**src/rtl/signed_calc_arb_v_if.sv**
```systemverilog
// Requester / calculator signal bundle for signed_calc_arb_v.
// slave: arbiter side; master: parent side driving requests and the calculator result.
interface signed_calc_arb_v_if;
    logic       i_req0;
    logic [4:0] i_as0;
    logic [4:0] i_bs0;
    logic       i_req1;
    logic [4:0] i_as1;
    logic [4:0] i_bs1;
    logic [4:0] o_calc_as;
    logic [4:0] o_calc_bs;
    logic [8:0] i_calc_fs;
    logic [8:0] o_res;
    logic       o_done0;
    logic       o_done1;
    logic       o_busy;
    logic [1:0] o_gnt;

    modport slave (
        input  i_req0, i_as0, i_bs0, i_req1, i_as1, i_bs1, i_calc_fs,
        output o_calc_as, o_calc_bs, o_res, o_done0, o_done1, o_busy, o_gnt
    );

    modport master (
        output i_req0, i_as0, i_bs0, i_req1, i_as1, i_bs1, i_calc_fs,
        input  o_calc_as, o_calc_bs, o_res, o_done0, o_done1, o_busy, o_gnt
    );
endinterface

```
**src/rtl/signed_calc_arb_v.sv**
```systemverilog
// Round-robin arbiter sharing one signed_calc_v between two requesters:
// latch winner's operands, wait SETTLE_CYCLES, capture result, pulse done.
module signed_calc_arb_v #(
    parameter int unsigned SETTLE_CYCLES = 2,
    parameter int unsigned CNT_W         = 4
) (
    input  logic                 i_clk,
    input  logic                 i_rst_n,
    signed_calc_arb_v_if.slave   bus
);
    localparam logic [1:0] ST_IDLE   = 2'd0;
    localparam logic [1:0] ST_SETTLE = 2'd1;
    localparam logic [1:0] ST_DONE   = 2'd2;

    logic [1:0]       state_q, state_d;
    logic [CNT_W-1:0] cnt_q, cnt_d;
    logic             ptr_q, ptr_d;
    logic [4:0]       as_q, as_d;
    logic [4:0]       bs_q, bs_d;
    logic [8:0]       res_q, res_d;
    logic             done0_q, done0_d;
    logic             done1_q, done1_d;
    logic [1:0]       gnt_q, gnt_d;
    logic             pick1;

    always_comb begin
        state_d = state_q;
        cnt_d   = cnt_q;
        ptr_d   = ptr_q;
        as_d    = as_q;
        bs_d    = bs_q;
        res_d   = res_q;
        gnt_d   = gnt_q;
        done0_d = 1'b0;
        done1_d = 1'b0;
        // ptr_q=1 gives requester 1 priority only when both are waiting
        pick1   = bus.i_req1 && (!bus.i_req0 || ptr_q);
        case (state_q)
            ST_IDLE: begin
                if (bus.i_req0 || bus.i_req1) begin
                    gnt_d   = pick1 ? 2'b10 : 2'b01;
                    as_d    = pick1 ? bus.i_as1 : bus.i_as0;
                    bs_d    = pick1 ? bus.i_bs1 : bus.i_bs0;
                    cnt_d   = '0;
                    state_d = ST_SETTLE;
                end
            end
            ST_SETTLE: begin
                cnt_d = cnt_q + 1'b1;
                if (cnt_q == CNT_W'(SETTLE_CYCLES - 1)) begin
                    res_d   = bus.i_calc_fs;
                    done0_d = gnt_q[0];
                    done1_d = gnt_q[1];
                    state_d = ST_DONE;
                end
            end
            ST_DONE: begin
                gnt_d   = '0;
                ptr_d   = gnt_q[0];
                state_d = ST_IDLE;
            end
            default: state_d = ST_IDLE;
        endcase
    end

    always_ff @(posedge i_clk) begin
        if (!i_rst_n) begin
            state_q <= ST_IDLE;
            cnt_q   <= '0;
            ptr_q   <= 1'b0;
            as_q    <= '0;
            bs_q    <= '0;
            res_q   <= '0;
            gnt_q   <= '0;
            done0_q <= 1'b0;
            done1_q <= 1'b0;
        end else begin
            state_q <= state_d;
            cnt_q   <= cnt_d;
            ptr_q   <= ptr_d;
            as_q    <= as_d;
            bs_q    <= bs_d;
            res_q   <= res_d;
            gnt_q   <= gnt_d;
            done0_q <= done0_d;
            done1_q <= done1_d;
        end
    end

    assign bus.o_calc_as = as_q;
    assign bus.o_calc_bs = bs_q;
    assign bus.o_res     = res_q;
    assign bus.o_done0   = done0_q;
    assign bus.o_done1   = done1_q;
    assign bus.o_gnt     = gnt_q;
    assign bus.o_busy    = (state_q != ST_IDLE);
endmodule

```
**src/flat_wrapper.sv**
```systemverilog
// flat-port wrapper written by rule: the top's interface ports become plain ports
module signed_calc_arb_v_flat 
#(
    parameter int unsigned SETTLE_CYCLES = 2,
    parameter int unsigned CNT_W         = 4
)
  (i_clk, i_rst_n, bus_i_req0, bus_i_as0, bus_i_bs0, bus_i_req1, bus_i_as1, bus_i_bs1, bus_i_calc_fs, bus_o_calc_as, bus_o_calc_bs, bus_o_res, bus_o_done0, bus_o_done1, bus_o_busy, bus_o_gnt);
  signed_calc_arb_v_if bus_i ();
  input  logic i_clk;
  input  logic i_rst_n;
  input wire logic [$bits(bus_i.i_req0)-1:0] bus_i_req0;
  input wire logic [$bits(bus_i.i_as0)-1:0] bus_i_as0;
  input wire logic [$bits(bus_i.i_bs0)-1:0] bus_i_bs0;
  input wire logic [$bits(bus_i.i_req1)-1:0] bus_i_req1;
  input wire logic [$bits(bus_i.i_as1)-1:0] bus_i_as1;
  input wire logic [$bits(bus_i.i_bs1)-1:0] bus_i_bs1;
  input wire logic [$bits(bus_i.i_calc_fs)-1:0] bus_i_calc_fs;
  output wire logic [$bits(bus_i.o_calc_as)-1:0] bus_o_calc_as;
  output wire logic [$bits(bus_i.o_calc_bs)-1:0] bus_o_calc_bs;
  output wire logic [$bits(bus_i.o_res)-1:0] bus_o_res;
  output wire logic [$bits(bus_i.o_done0)-1:0] bus_o_done0;
  output wire logic [$bits(bus_i.o_done1)-1:0] bus_o_done1;
  output wire logic [$bits(bus_i.o_busy)-1:0] bus_o_busy;
  output wire logic [$bits(bus_i.o_gnt)-1:0] bus_o_gnt;
  assign bus_i.i_req0 = bus_i_req0;
  assign bus_i.i_as0 = bus_i_as0;
  assign bus_i.i_bs0 = bus_i_bs0;
  assign bus_i.i_req1 = bus_i_req1;
  assign bus_i.i_as1 = bus_i_as1;
  assign bus_i.i_bs1 = bus_i_bs1;
  assign bus_i.i_calc_fs = bus_i_calc_fs;
  assign bus_o_calc_as = bus_i.o_calc_as;
  assign bus_o_calc_bs = bus_i.o_calc_bs;
  assign bus_o_res = bus_i.o_res;
  assign bus_o_done0 = bus_i.o_done0;
  assign bus_o_done1 = bus_i.o_done1;
  assign bus_o_busy = bus_i.o_busy;
  assign bus_o_gnt = bus_i.o_gnt;
  signed_calc_arb_v #(.SETTLE_CYCLES(SETTLE_CYCLES), .CNT_W(CNT_W)) u_core (.i_clk(i_clk), .i_rst_n(i_rst_n), .bus(bus_i));
endmodule
```
**config.mk**
```make
export PLATFORM = sky130hd
export DESIGN_NAME = signed_calc_arb_v_flat
export DESIGN_NICKNAME = d
export VERILOG_FILES = /design/src/rtl/signed_calc_arb_v_if.sv /design/src/rtl/signed_calc_arb_v.sv /design/src/flat_wrapper.sv
export SDC_FILE = /design/constraint.sdc
export NUM_CORES = 1
export LEC_CHECK = 0
export BUFFER_PORTS_ARGS = -buffer_cell sky130_fd_sc_hd__buf_2
export CORE_AREA = 2 2 54 56
export DETAILED_ROUTE_END_ITERATION = 10
export DIE_AREA = 0 0 56 58
export PLACE_DENSITY = 0.8
export SLEW_MARGIN = 20
export SYNTH_ARGS = -nofsm -noshare
export SYNTH_HDL_FRONTEND = slang
export SYNTH_SLANG_ARGS = --single-unit
```
**constraint.sdc**
```tcl
create_clock -name i_clk -period 2.6 [get_ports i_clk]
set_input_delay 0.26 -clock i_clk [delete_from_list [all_inputs] [get_ports i_clk]]
set_output_delay 0.26 -clock i_clk [all_outputs]
set_load 0.02 [all_outputs]
```
==> results.cfg <==
[floorplan]
core_mm2 = 0.002663
fp.dieW_um = 56
dieArea_mm2 = 0.003248
start_util = 0.4624
die_h_um = 58
fp-row-count = 19
pin_count = 57

[clocking]
cts_buffers = 5
clock-root-buffer = clkbuf_4
cts.repair.resized = 0
cts_tree = built
cts_hold_buf = 0
clk_path_buf_depth = 2
ctsHtreeMaxLevel = 2
clkLatencyLatePin_ns = 0.33
cts.sinks = 30
path_clk_slew_ns = 0.09
post_cts_buffers = 0

[synthesis]
yosys_register_bits = 30
synthTopCellsByCount = dfxtp_1 (30), nor2_1 (15), nand2_1 (13)
synth_cells = 134
yosysUniqueCellTypes = 28
synth_sequential_area_ratio = 0.4878
ys.warnings.count = 0
synthArstFlopShare = 0
synth_area_mm2 = 0.001231
synth_ff_type = dfxtp_1
synth_top_cell_area_share = 0.4878
synth.avg_cell_area_um2 = 9.188
synth_top_area_cell = dfxtp_1
synthMostInstantiatedCell = dfxtp_1
synth_edf_count = 0
synth_top_cells_by_area = dfxtp_1 (49%), mux2i_1 (8.1%), nor2_1 (4.6%), nand2_1 (4.0%), a21oi_1 (3.7%)
synth_nets = 169

[global_routing]
grt_max_degree = 21
grtUsageTotal = 0.1938
grt_pass1_wl_um = 4802
overflow = 0
antenna_found_initial = 0
grt_pass1_vias = 1112

[flow_run]
drv_cap = 0

[worst_setup_path]
crit_family = flip-flops
worst-path-stages = 3
crit_arrival_ns = 1.24
critPathSlowestCell = dfxtp_1
critPathBufInv = 2
criticalPathCategory = register to output port
crit_required_ns = 2.34
crit_path_max_fanout = 7
reg2reg_depth = 5
endpoint_kind = output port
slowest_delay_ns = 0.36
cp_cell_sequence = nor2_2, inv_1, buf_2
reg2reg_setup_slack_ns = 1.14
start_kind = register

[timing]
fmax_ghz = 0.6654
hold_viol_final = 0
post-route-worst-setup-slack_ns = 1.097
fin_skew_ns = 0.007452
worst_pin_slew_ns = 0.8270
finalSetupTns_ns = 0
maxSlewHeadroom = 0.4449
slew_viol_final = 0
period_needed_ns = 1.503
min_period_over_period = 0.5781
rsz0062_at_grt = false
setup_viol = 0

[place]
place_congestion = 0.7576
dp_hpwl_um = 2135
port_buffers = 56
place_ws_ns = 1.090

[detailed_routing]
vias_per_cell = 5.308
wl_per_cell_um = 13.17
vias = 1173
drc = 0
firstDrtPassIters = 4
antenna_left = 0
drtIter0Drc = 23
routed_wl_um = 2910

[cells_and_area]
fin_util = 0.5822
n_antenna_cell = 0
nNetsFinal = 225
syn_to_final_growth_pct = 25.91
drive_gt1_frac = 0.3632

[pwr]
p_per_area_mw_per_mm2 = 610.7
worst_ir_drop_vdd_uv = 458.4
leakagePower_nw = 0.7439

[worst_hold_path]
whs_path_depth = 3
min_path_type = input pin to register

[outcome]
outcome = complete, no violations
[placed cells by master, fill, tap and decap left out, drive strengths merged]
cell and instances:
a21oi 9, a31oi 7, a32oi 4, and2 1
and2b 1, and3 4, buf 56, clkbuf 5
clkinv 2, dfxtp 30, ha 2, inv 4
mux2i 10, nand2 13, nand2b 3, nand3 7
nand4 1, nor2 16, nor3 1, nor3b 1
o21a 2, o21ai 9, o2bb2ai 1, or2 1
[cell type report]
type | instances | area [µm²]
multi-input cells | 93 | 568.0
repair buffers | 56 | 280.3
flip-flops and latches | 30 | 600.6
clock inverters | 2 | 10.01
well taps | 31 | 38.79
inverters | 4 | 15.01
clock buffers | 5 | 37.54
fillers | 251 | 1112
[per-layer routing]
metal,vias up,routed length (µm),global-route usage
met4,0,77,0.1020
met2,38,1431,0.3311
met5,-,0,0
met3,7,197,0.06920
li1,581,-,-
met1,547,1205,0.2127
[cell families after synthesis]
| family | count (synthesis) | synth area share |
|---|---|---|
| adder cells (fa/ha/maj) | 2 | 0.02032 |
| flip-flops | 30 | 0.4878 |
| multiplexers | 10 | 0.08130 |
| AO/OA/AOI/OAI | 32 | 0.1656 |
| AND/OR/NAND/NOR | 49 | 0.1941 |
| buffers and inverters | 11 | 0.05080 |
[worst min-delay path, stage by stage]
cell     delay (ns)
buf_2          0.07
mux2i_1        0.05
nor2_1         0.07
[stage by stage]
stage / std cells / hold slack, ns / power (mW) / cell area, µm²
final: 221 / 0.1659 / 0.9467 / 1550
after global routing: 221 / 0.1615 / 0.9964 / 1550
after CTS: 221 / 0.1614 / 0.9505 / 1550
after detailed placement: 214 / 0.4844 / 0.7063 / 1503
after global placement: 214 / 0.4711 / 0.6976 / 1503
after floorplan: 134 / 0.4072 / 0.6429 / 1231
[flip-flops by register name, summed over array words and instances (netlist names)]
signal                count
u_core.bus.o_done1        1
u_core.bus.o_calc_as      5
u_core.bus.o_gnt          2
u_core.ptr_q              1
u_core.bus.o_done0        1
u_core.state_q            2
u_core.cnt_q              4
u_core.bus.o_res          9
u_core.bus.o_calc_bs      5
[report_power, final]
part           leakage (nW)  switching (mW)  total (mW)  internal [mW]
clock network        0.0308           0.154       0.250         0.0969
logic                 0.468           0.115       0.189         0.0746
registers             0.245          0.0191       0.507          0.488
total                 0.744           0.287       0.947          0.659
[path summary, 6_finish.rpt]
| kind | startpoint | to |
|---|---|---|
| setup / recovery | u_core.state_q[0] | bus_o_busy |
| hold / removal | bus_i_calc_fs[0] | u_core.bus.o_res[0] |
| setup reg to reg | u_core.cnt_q[0] | u_core.bus.o_res[1] |
| hold reg to reg | u_core.bus.o_res[0] | u_core.bus.o_res[0] |
No activity file was read; power rests on OpenSTA's default activity.
